`src/rtl/boot_loader_p_pkg.sv`:
```
// Shared types and sizing helpers for the byte-stream boot loader.
// BOOT_CHECKSUM_EN adds the CHK state (trailing XOR checksum byte after a load).
package boot_pkg;

  typedef enum logic [2:0] {
    S_LOAD,
    S_WRITE,
    S_RUN,
    S_RD_ISSUE,
    S_RD_WAIT,
    S_SEND
`ifdef BOOT_CHECKSUM_EN
    , S_CHK
`endif
  } state_t;

  // BYTES_PER_WORD = DATA_W/8, CNT_W = $clog2(LOAD_WORDS+1); evaluated per instance.
  function automatic int bytes_per_word(input int data_w);
    return data_w / 8;
  endfunction

  function automatic int cnt_width(input int load_words);
    return $clog2(load_words + 1);
  endfunction

endpackage

```
`src/rtl/boot_loader_p_shift_word.sv`:
```
// boot_shift_word: DATA_W-bit MSB-first byte shift register with a byte down-counter.
// Used both to assemble rx words and to disassemble RAM words for tx.
module boot_shift_word
  import boot_pkg::*;
#(
  parameter int DATA_W = 16
) (
  input  logic              clk,
  input  logic              rst,
  input  logic              load,
  input  logic [DATA_W-1:0] load_word,
  input  logic              shift,
  input  logic [7:0]        byte_in,
  output logic [DATA_W-1:0] word,
  output logic [7:0]        byte_out,
  output logic              last
);
  localparam int BPW  = bytes_per_word(DATA_W);
  localparam int BC_W = $clog2(BPW) + 1;

  logic [DATA_W-1:0] word_q, word_d;
  logic [BC_W-1:0]   cnt_q, cnt_d;
  logic [DATA_W+7:0] shifted;

  // last is asserted while the byte being shifted completes the word
  assign last     = (cnt_q == '0);
  assign word     = word_q;
  assign byte_out = word_q[DATA_W-1 -: 8];

  always_comb begin
    shifted = {word_q, byte_in};
    word_d  = word_q;
    cnt_d   = cnt_q;
    if (load) begin
      word_d = load_word;
      cnt_d  = BC_W'(BPW - 1);
    end else if (shift) begin
      word_d = shifted[DATA_W-1:0];
      cnt_d  = last ? BC_W'(BPW - 1) : cnt_q - 1'b1;
    end
  end

  always_ff @(posedge clk or negedge rst) begin
    if (!rst) begin
      word_q <= '0;
      cnt_q  <= BC_W'(BPW - 1);
    end else begin
      word_q <= word_d;
      cnt_q  <= cnt_d;
    end
  end

endmodule

```
`src/rtl/boot_loader_p.sv`:
```
// boot_loader_p: loads LOAD_WORDS words from an rx byte stream into RAM, then dumps them on request.
// Optional trailing checksum check enabled by BOOT_CHECKSUM_EN.
//
// state      | meaning
// S_LOAD     | assembling a word from rx bytes
// S_WRITE    | one-cycle RAM write of the assembled word
// S_RUN      | CPU owns RAM, waiting for a scan_memory rising edge
// S_RD_ISSUE | one-cycle RAM read
// S_RD_WAIT  | RAM data returns, latched into tx shifter
// S_SEND     | bytes out on tx, MSB first
// S_CHK      | waiting for the XOR checksum byte (BOOT_CHECKSUM_EN only)
module boot_loader_p
  import boot_pkg::*;
#(
  parameter int DATA_W     = 16,
  parameter int ADDR_W     = 6,
  parameter int LOAD_WORDS = 64
) (
  input  logic              clk,
  input  logic              rst,
  input  logic              ce,
  input  logic [7:0]        rx_data,
  input  logic              rx_valid,
  input  logic              scan_memory,
  output logic [7:0]        tx_data,
  output logic              tx_valid,
  input  logic              tx_ready,
  input  logic [DATA_W-1:0] ram_out,
  output logic              boot,
  output logic [ADDR_W-1:0] ram_adr,
  output logic [DATA_W-1:0] ram_in,
  output logic              ram_rw,
  output logic              ram_enable,
  output logic              load_err
);
  localparam int CNT_W = cnt_width(LOAD_WORDS);

  state_t            state_q, state_d;
  logic [CNT_W-1:0]  wc_q, wc_d;
  logic              scan_q;
  logic              scan_edge, wc_final;
  logic              rx_shift, tx_load, tx_shift;
  logic [DATA_W-1:0] rx_word, tx_word_unused;
  logic [7:0]        rx_byte_unused, tx_byte;
  logic              rx_last, tx_last;

  assign scan_edge = scan_memory & ~scan_q;
  assign wc_final  = (wc_q == CNT_W'(LOAD_WORDS - 1));
  assign boot      = (state_q != S_RUN);

  boot_shift_word #(.DATA_W(DATA_W)) u_rx (
    .clk(clk), .rst(rst), .load(1'b0), .load_word('0), .shift(ce & rx_shift),
    .byte_in(rx_data), .word(rx_word), .byte_out(rx_byte_unused), .last(rx_last)
  );

  boot_shift_word #(.DATA_W(DATA_W)) u_tx (
    .clk(clk), .rst(rst), .load(ce & tx_load), .load_word(ram_out), .shift(ce & tx_shift),
    .byte_in(8'h00), .word(tx_word_unused), .byte_out(tx_byte), .last(tx_last)
  );

`ifdef BOOT_CHECKSUM_EN
  logic [7:0] chk_q, chk_d;
  logic       load_err_q, load_err_d, chk_fail;
  assign load_err = load_err_q;
`else
  assign load_err = 1'b0;
`endif

  always_comb begin
    state_d    = state_q;
    wc_d       = wc_q;
    rx_shift   = 1'b0;
    tx_load    = 1'b0;
    tx_shift   = 1'b0;
    ram_enable = 1'b0;
    ram_rw     = 1'b0;
    ram_adr    = '0;
    ram_in     = '0;
    tx_valid   = 1'b0;
    tx_data    = 8'h00;
`ifdef BOOT_CHECKSUM_EN
    chk_fail   = 1'b0;
`endif
    unique case (state_q)
      S_LOAD: begin
        if (rx_valid) begin
          rx_shift = 1'b1;
          if (rx_last) state_d = S_WRITE;
        end
      end
      S_WRITE: begin
        ram_enable = 1'b1;
        ram_rw     = 1'b1;
        ram_adr    = ADDR_W'(wc_q);
        ram_in     = rx_word;
        if (wc_final) begin
          wc_d = '0;
`ifdef BOOT_CHECKSUM_EN
          state_d = S_CHK;
`else
          state_d = S_RUN;
`endif
        end else begin
          wc_d    = wc_q + 1'b1;
          state_d = S_LOAD;
          // a byte landing here starts the next word; it may also complete it when DATA_W=8
          if (rx_valid) begin
            rx_shift = 1'b1;
            if (rx_last) state_d = S_WRITE;
          end
        end
      end
      S_RUN: begin
        if (scan_edge) state_d = S_RD_ISSUE;
      end
      S_RD_ISSUE: begin
        ram_enable = 1'b1;
        ram_adr    = ADDR_W'(wc_q);
        state_d    = S_RD_WAIT;
      end
      S_RD_WAIT: begin
        tx_load = 1'b1;
        state_d = S_SEND;
      end
      S_SEND: begin
        tx_valid = 1'b1;
        tx_data  = tx_byte;
        if (tx_ready) begin
          tx_shift = 1'b1;
          if (tx_last) begin
            if (wc_final) begin
              wc_d    = '0;
              state_d = S_RUN;
            end else begin
              wc_d    = wc_q + 1'b1;
              state_d = S_RD_ISSUE;
            end
          end
        end
      end
`ifdef BOOT_CHECKSUM_EN
      S_CHK: begin
        if (rx_valid) begin
          if (rx_data == chk_q) begin
            state_d = S_RUN;
          end else begin
            chk_fail = 1'b1;
            state_d  = S_LOAD;
          end
        end
      end
`endif
      default: state_d = S_LOAD;
    endcase
  end

  always_ff @(posedge clk or negedge rst) begin
    if (!rst) begin
      state_q <= S_LOAD;
      wc_q    <= '0;
      scan_q  <= 1'b0;
    end else if (ce) begin
      state_q <= state_d;
      wc_q    <= wc_d;
      scan_q  <= scan_memory;
    end
  end

`ifdef BOOT_CHECKSUM_EN
  always_comb begin
    chk_d      = chk_q;
    load_err_d = load_err_q;
    if (rx_shift) chk_d = chk_q ^ rx_data;
    if (chk_fail) begin
      chk_d      = 8'h00;
      load_err_d = 1'b1;
    end
  end

  always_ff @(posedge clk or negedge rst) begin
    if (!rst) begin
      chk_q      <= 8'h00;
      load_err_q <= 1'b0;
    end else if (ce) begin
      chk_q      <= chk_d;
      load_err_q <= load_err_d;
    end
  end
`endif

endmodule

```
`config.mk`:
```
export PLATFORM = sky130hd
export DESIGN_NAME = boot_loader_p
export DESIGN_NICKNAME = d
export VERILOG_FILES = /design/src/rtl/boot_loader_p_pkg.sv /design/src/rtl/boot_loader_p_shift_word.sv /design/src/rtl/boot_loader_p.sv
export SDC_FILE = /design/constraint.sdc
export NUM_CORES = 1
export LEC_CHECK = 0
export CAP_MARGIN = 20
export CORE_MARGIN = 5
export CORE_UTILIZATION = 49
export CTS_BUF_LIST = sky130_fd_sc_hd__clkbuf_8
export DETAILED_ROUTE_END_ITERATION = 7
export GPL_TIMING_DRIVEN = 1
export PLACE_DENSITY = 0.82
export SLEW_MARGIN = 40
export SYNTH_ARGS = -nofsm -noshare
export SYNTH_HDL_FRONTEND = slang
export SYNTH_SLANG_ARGS = --single-unit
```
`constraint.sdc`:
```
create_clock -name clk -period 2.7 [get_ports clk]
set_input_delay 0.675 -clock clk [delete_from_list [all_inputs] [get_ports clk]]
set_output_delay 0.675 -clock clk [all_outputs]
set_load 0.05 [all_outputs]
```
# [Word level (Yosys, flattened, before mapping)]
# Cells that the tools add are included.
[word_totals] regBits=47 wordCells=67
[op_classes] add_sub_neg=3 eq_ne=12 mux=32 n_bitwise=5 reduce_logical=8
[ops] op="16-bit 2-to-1 mux" n=3
[ops] op="7-bit 2-to-1 mux" n=3
[ops] op="3-bit one-hot mux with 6 select lines" n=1
[ops] op="3-bit 2-to-1 mux" n=5
[ops] op="7-bit one-hot mux with 2 select lines" n=1
[ops] op="1-bit 2-to-1 mux" n=11
[ops] op="2-bit 2-to-1 mux" n=5
[ops] op="8-bit 2-to-1 mux" n=1
[ops] op="7-bit by 1-bit adder with 7-bit output, second input constant" n=1
[ops] op="7-bit by 6-bit == test with 1-bit output, second input constant" n=1
[ops] op="3-bit by 2-bit == test with 1-bit output, second input constant" n=2
[ops] op="3-bit == test, second input constant" n=2
[ops] op="6-bit 2-to-1 mux" n=1
[ops] op="2-bit != test, second input constant" n=3
[ops] op="6-bit AND reduction" n=1
[ops] op="1-bit AND" n=4
[ops] op="2-bit zero test" n=2
[ops] op="2-bit by 1-bit != test with 1-bit output, second input constant" n=2
[ops] op="4-bit AND reduction" n=1
[ops] op="2-bit nonzero test" n=2
[ops] op="2-bit by 1-bit subtractor with 2-bit output, second input constant" n=2
[ops] op="3-bit by 1-bit == test with 1-bit output, second input constant" n=1
[ops] op="3-bit zero test" n=1
[ops] op="3-bit by 2-bit != test with 1-bit output, second input constant" n=1
[ops] op="3 further kinds" n=3

# [Longest topological paths before layout]
[logic_depth] ltp_word=5 mapped_depth=7

# [Cells and area by module]
# From an unflattened synthesis, not the netlist that was laid out.
[unflattened] hier_cells=265 hier_area_um2=2636.3
[modules_own_cells] mod="boot_shift_word" instances=2 cells_each=84 area_per_inst_um2=890.9 seq_area_each_um2=451.7
[modules_own_cells] mod="boot_loader_p" instances=1 cells_each=97 area_per_inst_um2=854.6 seq_area_each_um2=275.3

# [Least setup slack after synthesis]
# No wires, ideal clock.
[synth_timing] path_kind="flip-flop to output port" startpoint="register state_q[2]" endpoint="output port ram_in[10]" arrival_ns=2.074 required_time_ns=2.025 path_slack_ns=-0.049 stages_incl_launch_ff=5 path_cell_list="dfrtp_1 > buf_2 > nor3_1 > clkbuf_1 > and2_1"
[synth_between] elab_chain_len=2
[synth_lines] element="from (decl)" line_no="boot_loader_p.sv:38" source="state_t state_q, state_d;"
[synth_lines] element="from (signal assigned)" line_no="boot_loader_p.sv:163" source="state_q <= state_d;"
[synth_lines] element="3-bit by 1-bit == test with 1-bit output" line_no="boot_loader_p.sv:84" source="unique case (state_q)"
[synth_lines] element="16-bit 2-to-1 mux" line_no="boot_loader_p.sv:84"
[synth_lines] element="to (decl)" line_no="boot_loader_p.sv:31" source="output logic [DATA_W-1:0] ram_in,"
# No other way between the ends.

# [Final worst setup path]
[layout_timing] startpoint="register state_q[0]" endpoint="output port boot"
[layout_between] elab_chain_len=1
[layout_lines] element="3-bit by 2-bit != test with 1-bit output" line_no="boot_loader_p.sv:49" source="assign boot = (state_q != S_RUN);"
[layout_lines] element="to (decl)" line_no="boot_loader_p.sv:29" source="output logic boot,"
# No other way between the ends.

==> flow_summary.yaml <==
min_path:
  min_path_type: "in -> async"
worst_setup_path:
  critPathMaxFanout: 2
  arrival_ns: 1.91
  start_kind: "register"
  cp.required_ns: 2.03
  crit_path_max_incr_delay_ns: 0.73
  worstSetupPathType: "reg -> out"
  slowest_stage: "clkdlybuf4s50_1"
  path_cells: "or3b_2 -> clkdlybuf4s50_1"
  critPathCaptureType: "primary output"
clocking:
  cts_tree: "built"
  clock_latency_ns: 0.30
  postCtsSetupRepairBufs: 0
  htreeDepth: 2
  root_buffer: "clkbuf_8"
  postCtsHoldBufs: 0
  cts_made_buffers: 5
  clk_pin_slew_ns: 0.09
  cts_resized: 0
  cts.sinks: 47
  clk_path_buf_depth: 2
final_layout:
  area_delta_synth_final_pct: 43.92
  antenna_cells: 0
  final_cells: 342
  postLayoutCellArea_um2: 3329
  drive_above_1_share: 0.2639
  regArea_um2: 1179
  fillCellCount: 350
  multi_input_area_um2: 1045
  nNetsFinal: 318
  utilization: 0.7144
sta:
  setup_viol: 0
  worstMarginPinSlew_ns: 0.5575
  fin_tns_setup_ns: 0
  slew_headroom: 0.6283
  hold_viol: 0
  fmax_mhz: 386.4
  drv_slew: 0
  period_share: 0.9586
  skew_ns: 0.01130
  whs_ns: 0.3565
  fin_crit_ns: 2.588
  final.setup.worst_slack_ns: 0.1117
  grt_setup_unrepaired: "false"
floorplanning:
  fp.dieW_um: 78.71
  dieArea_um2: 6195
  initial_core_util: 0.4964
  fp-row-count: 25
  core_area_um2: 4661
  die_h_um: 78.71
  ios: 65
pwr:
  irDropWorstVdd_mv: 0.8917
  p_leak_nw: 1.502
  power.total_mw: 4.249
  p_per_area_nw_per_um2: 1276
detailed_routing:
  post-route-drc-count: 0
  viasPerCell: 5.526
  drt-total-wl_mm: 5.449
  drt-initial-drc-count: 119
  antenna_left: 0
  drtPass1Iterations: 4
  dr_total_vias: 1890
  wl_per_cell_um: 15.93
global_route:
  grt_antenna_before_repair: 0
  groute.usage.overall: 0.1819
  grt_max_degree: 26
  overflow: 0
  grt_pass1_wl_mm: 8.914
  grt_pass1_vias: 1894
place:
  dpl_cell_area_um2: 3231
  hpwl_mm: 4.042
  place_ws_ns: 0.2424
  gp_congestion: 0.8570
  port_buffers: 63
  placed_cells: 334
yosys:
  synthFlopType: "dfrtp_1"
  synth_area_leaders: "dfrtp_1 (49%), mux2_2 (8.3%), and2_1 (6.5%), nand2_1 (5.4%), nand3_1 (2.8%)"
  ys_ff_latch: 47
  ys_types: 48
  yosysWarnings: 0
  yosysMostFrequentCell: "dfrtp_1"
  synthCells: 224
  syn_area_per_cell_um2: 10.33
  yosys.area.top_type: "dfrtp_1"
  synthTopCellsByCount: "dfrtp_1 (45), nand2_1 (33), and2_1 (24), mux2_2 (17), nand3_1 (13)"
  ys_seq_area_frac: 0.5095
  yosysTopAreaCellShare: 0.4867
  syn_nets: 255
  async_flop_share: 1.000
  synth_edf_count: 0
  synthesis.area_um2: 2313
run_status:
  status: "finished clean"
run:
  cap_violations: 0
-- layout make-up --
type | count | share of cell area
repair buffers | 71 | 0.2788
well taps | 54 | 0.02029
inverters | 5 | 0.005637
multi-input cells | 157 | 0.3138
clock buffers | 6 | 0.02480
flip-flops and latches | 47 | 0.3540
clock inverters | 2 | 0.002631
-- worst max-delay path, delay by kind of cell (launching register included) --
kind	cells	cell delay [ns]
buffers and inverters	1	0.73
AND/OR/NAND/NOR	1	0.50
flip-flops	1	0.39
-- per-layer routing --
| metal | track usage | part of all wire |
|---|---|---|
| met4 | 0.05070 | 0.013 |
| met5 | 0 | 0 |
| met2 | 0.2912 | 0.50 |
| met3 | 0.07596 | 0.086 |
| met1 | 0.2262 | 0.40 |
-- cell families (layout without fill, tap and decap cells) --
| logic type | Yosys count | count (layout) | share of synthesized area |
|---|---|---|---|
| AOI/OAI and AO/OA | 32 | 32 | 0.1114 |
| xor gates and xnor gates | 4 | 4 | 0.01515 |
| adders and majority gates | 1 | 1 | 0.005407 |
| buffers and inverters | 20 | 84 | 0.04218 |
| DFF | 47 | 47 | 0.5095 |
| muxes | 17 | 17 | 0.08275 |
| other | 1 | 1 | 0.001621 |
| and+or+nand+nor | 102 | 102 | 0.2320 |
-- power breakdown --
part / internal [mW] / switching [mW]
Clock: 0.203 / 0.227
Sequential: 1.01 / 0.180
Combinational: 1.15 / 1.48
-- placed cells by master, fill, tap and decap left out, types with 3 or more instances in the layout --
master	count
a21oi_1	5
a22oi_1	5
a31oi_1	3
and2_1	24
and3_1	7
buf_12	26
buf_4	15
clkbuf_8	6
clkdlybuf4s50_1	29
dfrtp_1	45
inv_1	6
mux2_2	17
nand2_1	33
nand3_1	13
nor2_1	6
nor3_1	5
or3_1	3
xnor2_1	3
-- registers in the layout, indices dropped and copies added (netlist names) --
signal,cells
u_rx.cnt_q,2
state_q,3
u_tx.cnt_q,2
u_tx.word,16
scan_q,1
wc_q,7
u_rx.word,16
-- path summary, 6_finish.rpt --
kind | start | endpoint | slack (ns) | cells after the start
max in group asynchronous | rst | u_rx.cnt_q[0] | 1.73 | 2
setup reg to reg | wc_q[0] | u_rx.word[15] | 0.68 | 6
min in group clk | u_tx.word[12] | u_tx.word[12] | 0.49 | 2
hold / removal | rst | u_rx.word[4] | 0.36 | 1
hold reg to reg | u_tx.word[12] | u_tx.word[12] | 0.49 | 2
setup / recovery | state_q[0] | boot | 0.11 | 2
No activity file was read; power rests on OpenSTA's default activity.
